$ cat config.mk
export PLATFORM = sky130hd
export DESIGN_NAME = resp_serializer_flat
export DESIGN_NICKNAME = d
export VERILOG_FILES = /design/src/rtl/resp_serializer_if.sv /design/src/rtl/resp_serializer.sv /design/src/flat_wrapper.sv
export SDC_FILE = /design/constraint.sdc
export NUM_CORES = 1
export LEC_CHECK = 0
export ABC_CLOCK_PERIOD_IN_PS = 3040
export CAP_MARGIN = 20
export CORE_UTILIZATION = 29
export CTS_CLUSTER_DIAMETER = 40
export DETAILED_ROUTE_END_ITERATION = 10
export DONT_BUFFER_PORTS = 1
export GPL_ROUTABILITY_DRIVEN = 0
export PLACE_DENSITY = 0.42
export SLEW_MARGIN = 10
export SYNTH_ARGS = -nofsm -noshare
export SYNTH_HDL_FRONTEND = slang
export SYNTH_SLANG_ARGS = --single-unit
$ cat constraint.sdc
create_clock -name clk -period 3.04 [get_ports clk]
set_clock_uncertainty 0.15 [all_clocks]
set_input_delay 0.608 -clock clk [delete_from_list [all_inputs] [get_ports clk]]
set_output_delay 0.608 -clock clk [all_outputs]
set_load 0.03 [all_outputs]
$ cat src/rtl/resp_serializer_if.sv
`default_nettype none
// +------------------------------------------------------------------------+
// | resp_serializer_if                                                     |
// | FIFO-read and NoC valid/ready signals of the response serializer.      |
// | Rev 1.0                                                                |
// +------------------------------------------------------------------------+
interface resp_serializer_if #(
  parameter int FLIT_WIDTH  = 16,
  parameter int TOTAL_FLITS = 4
);
  logic [FLIT_WIDTH*TOTAL_FLITS-1:0] fifo_din;
  logic                              fifo_empty;
  logic                              fifo_rreq;
  logic [FLIT_WIDTH-1:0]             o_flit;
  logic                              o_valid;
  logic                              o_head;
  logic                              o_tail;
  logic                              i_ready;
  logic                              o_pkt_done;
  logic                              busy;

  // The serializer drives the NoC, so it is the master side.
  modport master (
    input  fifo_din, fifo_empty, i_ready,
    output fifo_rreq, o_flit, o_valid, o_head, o_tail, o_pkt_done, busy
  );

  modport slave (
    output fifo_din, fifo_empty, i_ready,
    input  fifo_rreq, o_flit, o_valid, o_head, o_tail, o_pkt_done, busy
  );
endinterface
`default_nettype wire

$ cat src/rtl/resp_serializer.sv
`default_nettype none
// +------------------------------------------------------------------------+
// | resp_serializer                                                        |
// | Pops a response packet from the FIFO and streams it as head/body/tail  |
// | flits over valid/ready. Option: RESP_SERIALIZER_BACK_TO_BACK_EN.       |
// | Rev 1.0                                                                |
// +------------------------------------------------------------------------+
module resp_serializer #(
  parameter int FLIT_WIDTH  = 16,
  parameter int TOTAL_FLITS = 4
) (
  input  wire logic         clk,
  input  wire logic         resetn,
  resp_serializer_if.master bus
);
  localparam int                BEAT_W    = $clog2(TOTAL_FLITS);
  localparam int                PKT_W     = FLIT_WIDTH * TOTAL_FLITS;
  localparam logic [BEAT_W-1:0] LAST_BEAT = BEAT_W'(TOTAL_FLITS - 1);

  typedef enum logic [1:0] {
    IDLE = 2'd0,
    LOAD = 2'd1,
    SEND = 2'd2
  } state_e;

  state_e            state_q, state_d;
  logic [BEAT_W-1:0] beat_q, beat_d;
  logic [PKT_W-1:0]  buf_q, buf_d;

  logic [FLIT_WIDTH-1:0] flit_mux [TOTAL_FLITS];
  logic                  rreq;
  logic                  valid;
  logic [FLIT_WIDTH-1:0] flit;
  logic                  head;
  logic                  tail;
  logic                  pkt_done;

  for (genvar k = 0; k < TOTAL_FLITS; k++) begin : g_flit_unpack
    assign flit_mux[k] = buf_q[k*FLIT_WIDTH +: FLIT_WIDTH];
  end

  always_ff @(posedge clk or negedge resetn) begin
    if (!resetn) begin
      state_q <= IDLE;
      beat_q  <= '0;
      buf_q   <= '0;
    end else begin
      state_q <= state_d;
      beat_q  <= beat_d;
      buf_q   <= buf_d;
    end
  end

  always_comb begin
    state_d  = state_q;
    beat_d   = beat_q;
    buf_d    = buf_q;
    rreq     = 1'b0;
    valid    = 1'b0;
    flit     = '0;
    head     = 1'b0;
    tail     = 1'b0;
    pkt_done = 1'b0;

    case (state_q)
      IDLE: begin
        // Gated by resetn so no pop can be issued while reset is held.
        rreq = resetn && !bus.fifo_empty;
        if (rreq) begin
          state_d = LOAD;
        end
      end

      LOAD: begin
        buf_d   = bus.fifo_din;
        beat_d  = '0;
        state_d = SEND;
      end

      SEND: begin
        valid = 1'b1;
        flit  = flit_mux[beat_q];
        head  = (beat_q == '0);
        tail  = (beat_q == LAST_BEAT);
        if (bus.i_ready) begin
          if (tail) begin
            pkt_done = 1'b1;
`ifdef RESP_SERIALIZER_BACK_TO_BACK_EN
            if (!bus.fifo_empty) begin
              rreq    = 1'b1;
              state_d = LOAD;
            end else begin
              state_d = IDLE;
            end
`else
            state_d = IDLE;
`endif
          end else begin
            beat_d = beat_q + 1'b1;
          end
        end
      end

      default: begin
        state_d = IDLE;
      end
    endcase
  end

  assign bus.fifo_rreq  = rreq;
  assign bus.o_valid    = valid;
  assign bus.o_flit     = flit;
  assign bus.o_head     = head;
  assign bus.o_tail     = tail;
  assign bus.o_pkt_done = pkt_done;
  assign bus.busy       = (state_q != IDLE);
endmodule
`default_nettype wire

$ cat src/flat_wrapper.sv
// flat-port wrapper written by rule: the top's interface ports become plain ports
module resp_serializer_flat 
#(
  parameter int FLIT_WIDTH  = 16,
  parameter int TOTAL_FLITS = 4
)
  (clk, resetn, bus_fifo_din, bus_fifo_empty, bus_i_ready, bus_fifo_rreq, bus_o_flit, bus_o_valid, bus_o_head, bus_o_tail, bus_o_pkt_done, bus_busy);
  resp_serializer_if #(.FLIT_WIDTH(FLIT_WIDTH), .TOTAL_FLITS(TOTAL_FLITS)) bus_i ();
  input  wire logic clk;
  input  wire logic resetn;
  input wire logic [$bits(bus_i.fifo_din)-1:0] bus_fifo_din;
  input wire logic [$bits(bus_i.fifo_empty)-1:0] bus_fifo_empty;
  input wire logic [$bits(bus_i.i_ready)-1:0] bus_i_ready;
  output wire logic [$bits(bus_i.fifo_rreq)-1:0] bus_fifo_rreq;
  output wire logic [$bits(bus_i.o_flit)-1:0] bus_o_flit;
  output wire logic [$bits(bus_i.o_valid)-1:0] bus_o_valid;
  output wire logic [$bits(bus_i.o_head)-1:0] bus_o_head;
  output wire logic [$bits(bus_i.o_tail)-1:0] bus_o_tail;
  output wire logic [$bits(bus_i.o_pkt_done)-1:0] bus_o_pkt_done;
  output wire logic [$bits(bus_i.busy)-1:0] bus_busy;
  assign bus_i.fifo_din = bus_fifo_din;
  assign bus_i.fifo_empty = bus_fifo_empty;
  assign bus_i.i_ready = bus_i_ready;
  assign bus_fifo_rreq = bus_i.fifo_rreq;
  assign bus_o_flit = bus_i.o_flit;
  assign bus_o_valid = bus_i.o_valid;
  assign bus_o_head = bus_i.o_head;
  assign bus_o_tail = bus_i.o_tail;
  assign bus_o_pkt_done = bus_i.o_pkt_done;
  assign bus_busy = bus_i.busy;
  resp_serializer #(.FLIT_WIDTH(FLIT_WIDTH), .TOTAL_FLITS(TOTAL_FLITS)) u_core (.clk(clk), .resetn(resetn), .bus(bus_i));
endmodule
==> metrics, run 1 <==
CTS Sinks 68; Final ANT Viol Nets 0; CTS clk-pin slew, worst paths 0.07 ns; post-DR wirelength/cell just under 20 µm; initial antenna violation count 1; WL met2 3.46 mm; most common cell after layout, fill and taps aside dfrtp_1; RSZ-0062 raised after global routing false; CP arrival 1.80 ns; Hold WS around 0.19 ns; CP endpoint kind primary output; Pleak 1.47 nW; Final Critical Period 2.56 ns; total gr overflow 0; Final Non-Filler Cells 351; H-tree depth 3; yosys warns 0; CTS tree built; Rel. slew slack between 70% and 80%; worst slew pin tran 0.363 ns; commonest non-fill, non-tap cells in the layout 68 x dfrtp_1, 64 x mux2_2, 18 x and3_1; core footprint 10,400 µm²; Seq cells post-synth a little under 70; Syn Nets approximately 270; Yosys cell types 23; first-pass GRT wire length 11.2 mm; layout cell share with drive strength beyond 1 49.3%; Final Max Slew Viols 0; post-layout util between 30% and 40%; Design Area, Final 3520 µm²; Sw Ratio around a third; CP Data Required Time 2.28 ns; fin nets 280; WL met1 2.95 mm; Flop pwr share 41.0%; CP max FO 9; Die Wd 106 µm; Setup WS pre-CTS 0.853 ns; synth top area cells dfrtp_1 54%, mux2_2 23%, mux4_2 11%; I/O Buffers 0; Pint 2.53 mW; Clk Latency, worst-skew pair 0.33 ns; gr usage total 13.6%; Diodes inserted 0; Inst Count DP 333; DR top layer met4; Longest Clk Path Bufs 2; Post-Syn Area 3160 µm²; DRC marker count from the first detailed-route iteration 90; number of global-route vias before repair about 2,000; total power 3.87 mW; Vias between 1,500 and 2,000; I/O pin count 90; Starting Density 30.3%; largest net degree at the start of global routing between 60 and 70; Via density 4.91; Synth-to-Final Area Change 11.6%; HP Class in -> reg; PwrDens around 1100 nW/µm²; NetSw 1.33 mW; drt first pass iters 6; Fmax achieved 0.391 GHz; Final Hold Fails 0; crit start category flop; area share of the largest cell type after synthesis 53.9%; Yosys top cell by area dfrtp_1; Seq/Total Area, Yosys 53.9%; cts bufs inserted 9; metal3 WL 398 µm; Max Cap Viol 0; DIE HEIGHT 106 µm; final worst slack 0.482 ns; final setup fails 0; Final Cycle Share 84.1%; Die ar. around 11,000 µm²; Detailed Route WL 6.90 mm; TNS Setup 0 ns; Area after DPL 3290 µm²; crit path kind reg -> out; status finished, final reports clean; Worst VDD drop 0.341 mV; Mapped Cells 203; Detail Placement HPWL 4.56 mm; syn avg cell area 15.5 µm²; combinational fraction of design power 40.3%; CTS root buf clkbuf_8; Clk pwr share 18.7%; row count 37; # DRC 0
-- logic make-up (layout without fill, tap and decap cells) --
group,after synthesis,after routing,share of synthesized area (%)
DFF,68,68,53.9
muxes,80,80,34.3
and+or+nand+nor,27,27,5.35
buffers and inverters,20,32,4.36
AOI/OAI and AO/OA,6,6,1.31
adders and majority gates,2,2,0.793
-- routing by layer --
metal	GRT usage, %	vias up
li1	-	762
met1	17.0	896
met2	21.3	59
met3	4.48	6
met4	5.95	0
met5	0	-
-- synth_stat cells (all sizes together) --
cell type and instances:
a21o 1, a21oi 1, a22o 1, a31oi 1, and3 18, buf 11
clkbuf 4, dfrtp 68, ha 2, inv 5, mux2 64, mux4 16
nand2 2, nand4b 1, nor2 2, nor3 1, nor3b 2, nor4bb 1
o21ai 1, o2bb2ai 1
-- worst max-delay path, stage by stage, from the launching register on --
cell,delay [ns]
dfrtp_1,0.42
inv_1,0.27
nand2_1,0.31
nor3b_1,0.28
buf_4,0.19
-- registers in the layout, indices dropped and copies added (netlist names) --
signal          cells
u_core.state_q      2
u_core.beat_q       2
u_core.buf_q       64
-- cell type report --
type | instances | area, µm²
Fill cell | 1027 | 6890
Sequential cell | 68 | 1700
Multi-Input combinational cell | 115 | 1320
Tap cell | 136 | 170
Clock buffer | 10 | 128
Timing Repair Buffer | 11 | 118
Clock inverter | 6 | 65.1
Inverter | 5 | 18.8
-- worst paths after layout --
kind | endpoint | cells past startpoint | startpoint | slack (ns)
worst max-delay path | bus_fifo_rreq | 4 | u_core.state_q[0] | 0.48
worst min-delay path | u_core.state_q[0] | 1 | bus_fifo_empty | 0.19
worst max register to register | u_core.buf_q[16] | 5 | u_core.state_q[0] | 1.07
worst min register to register | u_core.buf_q[43] | 1 | u_core.buf_q[43] | 0.36
max in group asynchronous | u_core.buf_q[45] | 2 | resetn | 1.80
min in group asynchronous | u_core.buf_q[36] | 2 | resetn | 0.66
-- power groups by stage --
stage	clock network (mW)	logic (mW)	registers (mW)
after floorplan	0	1.35	1.52
after global placement	0	1.51	1.57
after detailed placement	0	1.55	1.61
after CTS	0.757	1.58	1.59
after global routing	0.810	1.68	1.65
final	0.722	1.56	1.59
-- what timing repair did --
action | 4_1_cts | 5_1_grt
resized for setup | 0 | 0
hold buffers | 2 | 0
endpoints found under the hold margin | 68 | 0
buffers inserted | 0 | 0
Note: power is estimated with default switching activity, not from simulation.
==> inputs of run 2 (changes only) <==
Settings changed: ABC_AREA set to 1, ABC_CLOCK_PERIOD_IN_PS 3040 to 2500.
Clock period 3.04 ns to 2.5 ns, I/O delays scaled along.
==> metrics, run 2 <==
top_reg_cell synth dfrtp_1 (unchanged); Clk Latency, worst-skew pair 0.33 ns (about the same); final setup fails 0 (unchanged); RSZ-0062 raised after global routing false (unchanged); total power 5.82 mW (was 3.87 mW); CTS tree built (unchanged); post-DR wirelength/cell 16.3 µm (was 19.7 µm); Die Wd 110 µm (was 106 µm); total gr overflow 0 (unchanged); Fill cells 1,248 (was 1,027); Syn Nets 495 (was 273); Final Hold Fails 0 (unchanged); row count 39 (was 37); Die ar. 12,200 µm² (was 11,300 µm²); DIE HEIGHT 110 µm (was 106 µm); PwrDens 1450 nW/µm² (was 1100 nW/µm²); first-pass GRT wire length 14.5 mm (was 11.2 mm); area share of the largest cell type after synthesis 50.0% (was 53.9%); Synth-to-Final Area Change 17.9% (was 11.6%); Mapped Cells 425 (was 203); syn avg cell area 8.00 µm² (was 15.5 µm²); number of global-route vias before repair 2,670 (was 1,980); H-tree depth 3 (unchanged); most common cell after layout, fill and taps aside nand2_1 (was dfrtp_1); post-CTS setup buffers 0 (unchanged); yosys warns 0 (unchanged); Pleak 2.05 nW (was 1.47 nW); fin nets 508 (was 280); CTS Sinks 68 (unchanged); Post-synth EDFFs 0 (unchanged); Multi-input gate area 1250 µm² (was 1320 µm²); sequential cell area 1700 µm² (unchanged); biggest regs u_core.buf_q: 64 flops, u_core.beat_q: 2 flops, u_core.state_q: 2 flops (unchanged); CP arrival 1.75 ns (was 1.80 ns); Worst VDD drop 0.737 mV (was 0.341 mV); Rel. slew slack 69.6% (was 75.8%); commonest non-fill, non-tap cells in the layout 69 x nand2_1, 68 x inv_1, 68 x dfrtp_1 (was 68 x dfrtp_1, 64 x mux2_2, 18 x and3_1); layout cell share with drive strength beyond 1 15.6% (was 49.3%); Hold WS 0.0845 ns (was 0.189 ns); TNS Setup 0 ns (unchanged); I/O Buffers 0 (unchanged); CP max FO 19 (was 9); Detail Placement HPWL 7.03 mm (was 4.56 mm); initial antenna violation count 1 (unchanged); Starting Density 29.8% (was 30.3%); Post-Syn Area 3400 µm² (was 3160 µm²); Max Cap Viol 0 (unchanged); Yosys top cell by area dfrtp_1 (unchanged); Final Cycle Share 95.9%; DRC marker count from the first detailed-route iteration 151 (was 90); drt first pass iters 4 (was 6); HP Class in -> reg (unchanged); CP Data Required Time 1.85 ns (was 2.28 ns); Fmax achieved 0.417 GHz; Longest Clk Path Bufs 2 (unchanged); Largest Register u_core.buf_q (unchanged); CTS clk-pin slew, worst paths 0.06 ns (was 0.07 ns); max reg flops 64 (unchanged); crit start category flop (unchanged); core footprint 11,400 µm² (was 10,400 µm²); cts bufs inserted 9 (unchanged); Final Max Slew Viols 0 (unchanged); largest net degree at the start of global routing 71 (was 69); worst slew pin tran 0.453 ns (was 0.363 ns); CTS root buf clkbuf_16 (was clkbuf_8); asr flop ratio synth 100% (unchanged); Vias 2,707 (was 1,723); Seq/Total Area, Yosys 50.0% (was 53.9%); Yosys cell types 20 (was 23); Seq cells post-synth 68 (unchanged); Via density 4.60 (was 4.91); Final ANT Viol Nets 0 (unchanged); gr usage total 16.7% (was 13.6%); status finished, final reports clean (unchanged); I/O pin count 90 (unchanged); synth cell count leaders 69 x nand2_1, 68 x dfrtp_1, 68 x inv_1, 67 x nor2_1, 58 x a21oi_1 (was 68 x dfrtp_1, 64 x mux2_2, 18 x and3_1, 16 x mux4_2, 7 x buf_6); Final Critical Period approximately 2.4 ns; CP endpoint kind primary output (unchanged); most frequent cell after synthesis nand2_1 (was dfrtp_1); Detailed Route WL 9.60 mm (was 6.90 mm); synth top area cells dfrtp_1 50%, a21oi_1 8.5%, nand2_1 7.6% (was dfrtp_1 54%, mux2_2 23%, mux4_2 11%); crit path kind reg -> out (unchanged); # DRC 0 (unchanged)
==> run 2: changes by cell type after synthesis, moves of 6 or more <==
cell / previous run / this run
a21oi_1: 1 / 58
a21oi_2: 0 / 22
and3_1: 18 / 0
buf_2: 2 / 8
inv_1: 5 / 68
mux2_2: 64 / 0
mux4_2: 16 / 0
nand2_1: 2 / 69
nand3_1: 0 / 35
nor2_1: 1 / 67
==> run 2: metrics by stage <==
| step | worst slack [ns] | utilization (%) | cells | instance area [µm²] |
|---|---|---|---|---|
| 5_1_grt | 0.0309 | 35.1 | 588 | 4010 |
| 2_1_floorplan | 0.344 | - | 425 | 3400 |
| 4_1_cts | 0.0853 | 35.0 | 586 | 4000 |
| 6_report | 0.102 | 35.1 | 589 | 4010 |
| 3_5_place_dp | 0.451 | 31.6 | 568 | 3610 |
| 3_3_place_gp | 0.469 | 31.6 | 568 | 3610 |
==> run 2: path summary, 6_finish.rpt <==
| check | from | end | slack (ns) | cells past startpoint |
|---|---|---|---|---|
| worst min register to register | u_core.buf_q[39] | u_core.buf_q[39] | 0.36 | 2 |
| worst max register to register | u_core.beat_q[1] | u_core.beat_q[1] | 0.93 | 4 |
| min in group asynchronous | resetn | u_core.buf_q[5] | 0.54 | 2 |
| worst max-delay path | u_core.state_q[0] | bus_o_flit[5] | 0.10 | 4 |
| worst min-delay path | bus_fifo_empty | u_core.state_q[0] | 0.08 | 1 |
| max in group asynchronous | resetn | u_core.buf_q[63] | 1.34 | 2 |
==> run 2: cell type report <==
class                           instances  area share [%]
Clock buffer                           10            5.96
Inverter                               72            6.80
Tap cell                              143            4.46
Sequential cell                        68            42.4
Clock inverter                          6            2.78
Multi-Input combinational cell        260            31.1
Antenna cell                            3           0.187
Timing Repair Buffer                   27            6.24
==> run 2: worst max-delay path, cell delays in order, from the launching register on <==
cell	delay (ns)
dfrtp_1	0.44
nor2_4	0.30
inv_2	0.22
a21oi_1	0.25
buf_4	0.21
==> run 2: metal layers <==
metal  vias to the layer above  GRT usage [%]  routed length [µm]
met3                        12           5.00                 559
met1                      1271           23.0                4630
met5                         -              0                   0
met4                         0           6.30                 163
li1                       1341              -                   -
met2                        83           24.5                4250
==> run 2: cells by family (layout without fill, tap and decap cells) <==
group | Yosys count | count (layout) | synth area share [%]
buffers and inverters | 97 | 115 | 13.4
adders and majority gates | 2 | 2 | 0.736
DFF | 68 | 68 | 50.0
and+or+nand+nor | 177 | 177 | 21.4
other | 0 | 3 | 0
AOI/OAI and AO/OA | 81 | 81 | 14.3
==> run 2: what timing repair did <==
action | 4_1_cts | 5_1_grt
setup endpoints to repair | 0 | 1
resized for setup | 0 | 2
hold endpoints to repair | 68 | 0
hold buffers | 2 | 0
==> run 2: where the power goes <==
| part | switching (mW) | internal, mW |
|---|---|---|
| combinational | 1.75 | 0.810 |
| sequential | 0.147 | 1.63 |
| clock | 0.483 | 1.00 |
| total | 2.38 | 3.44 |
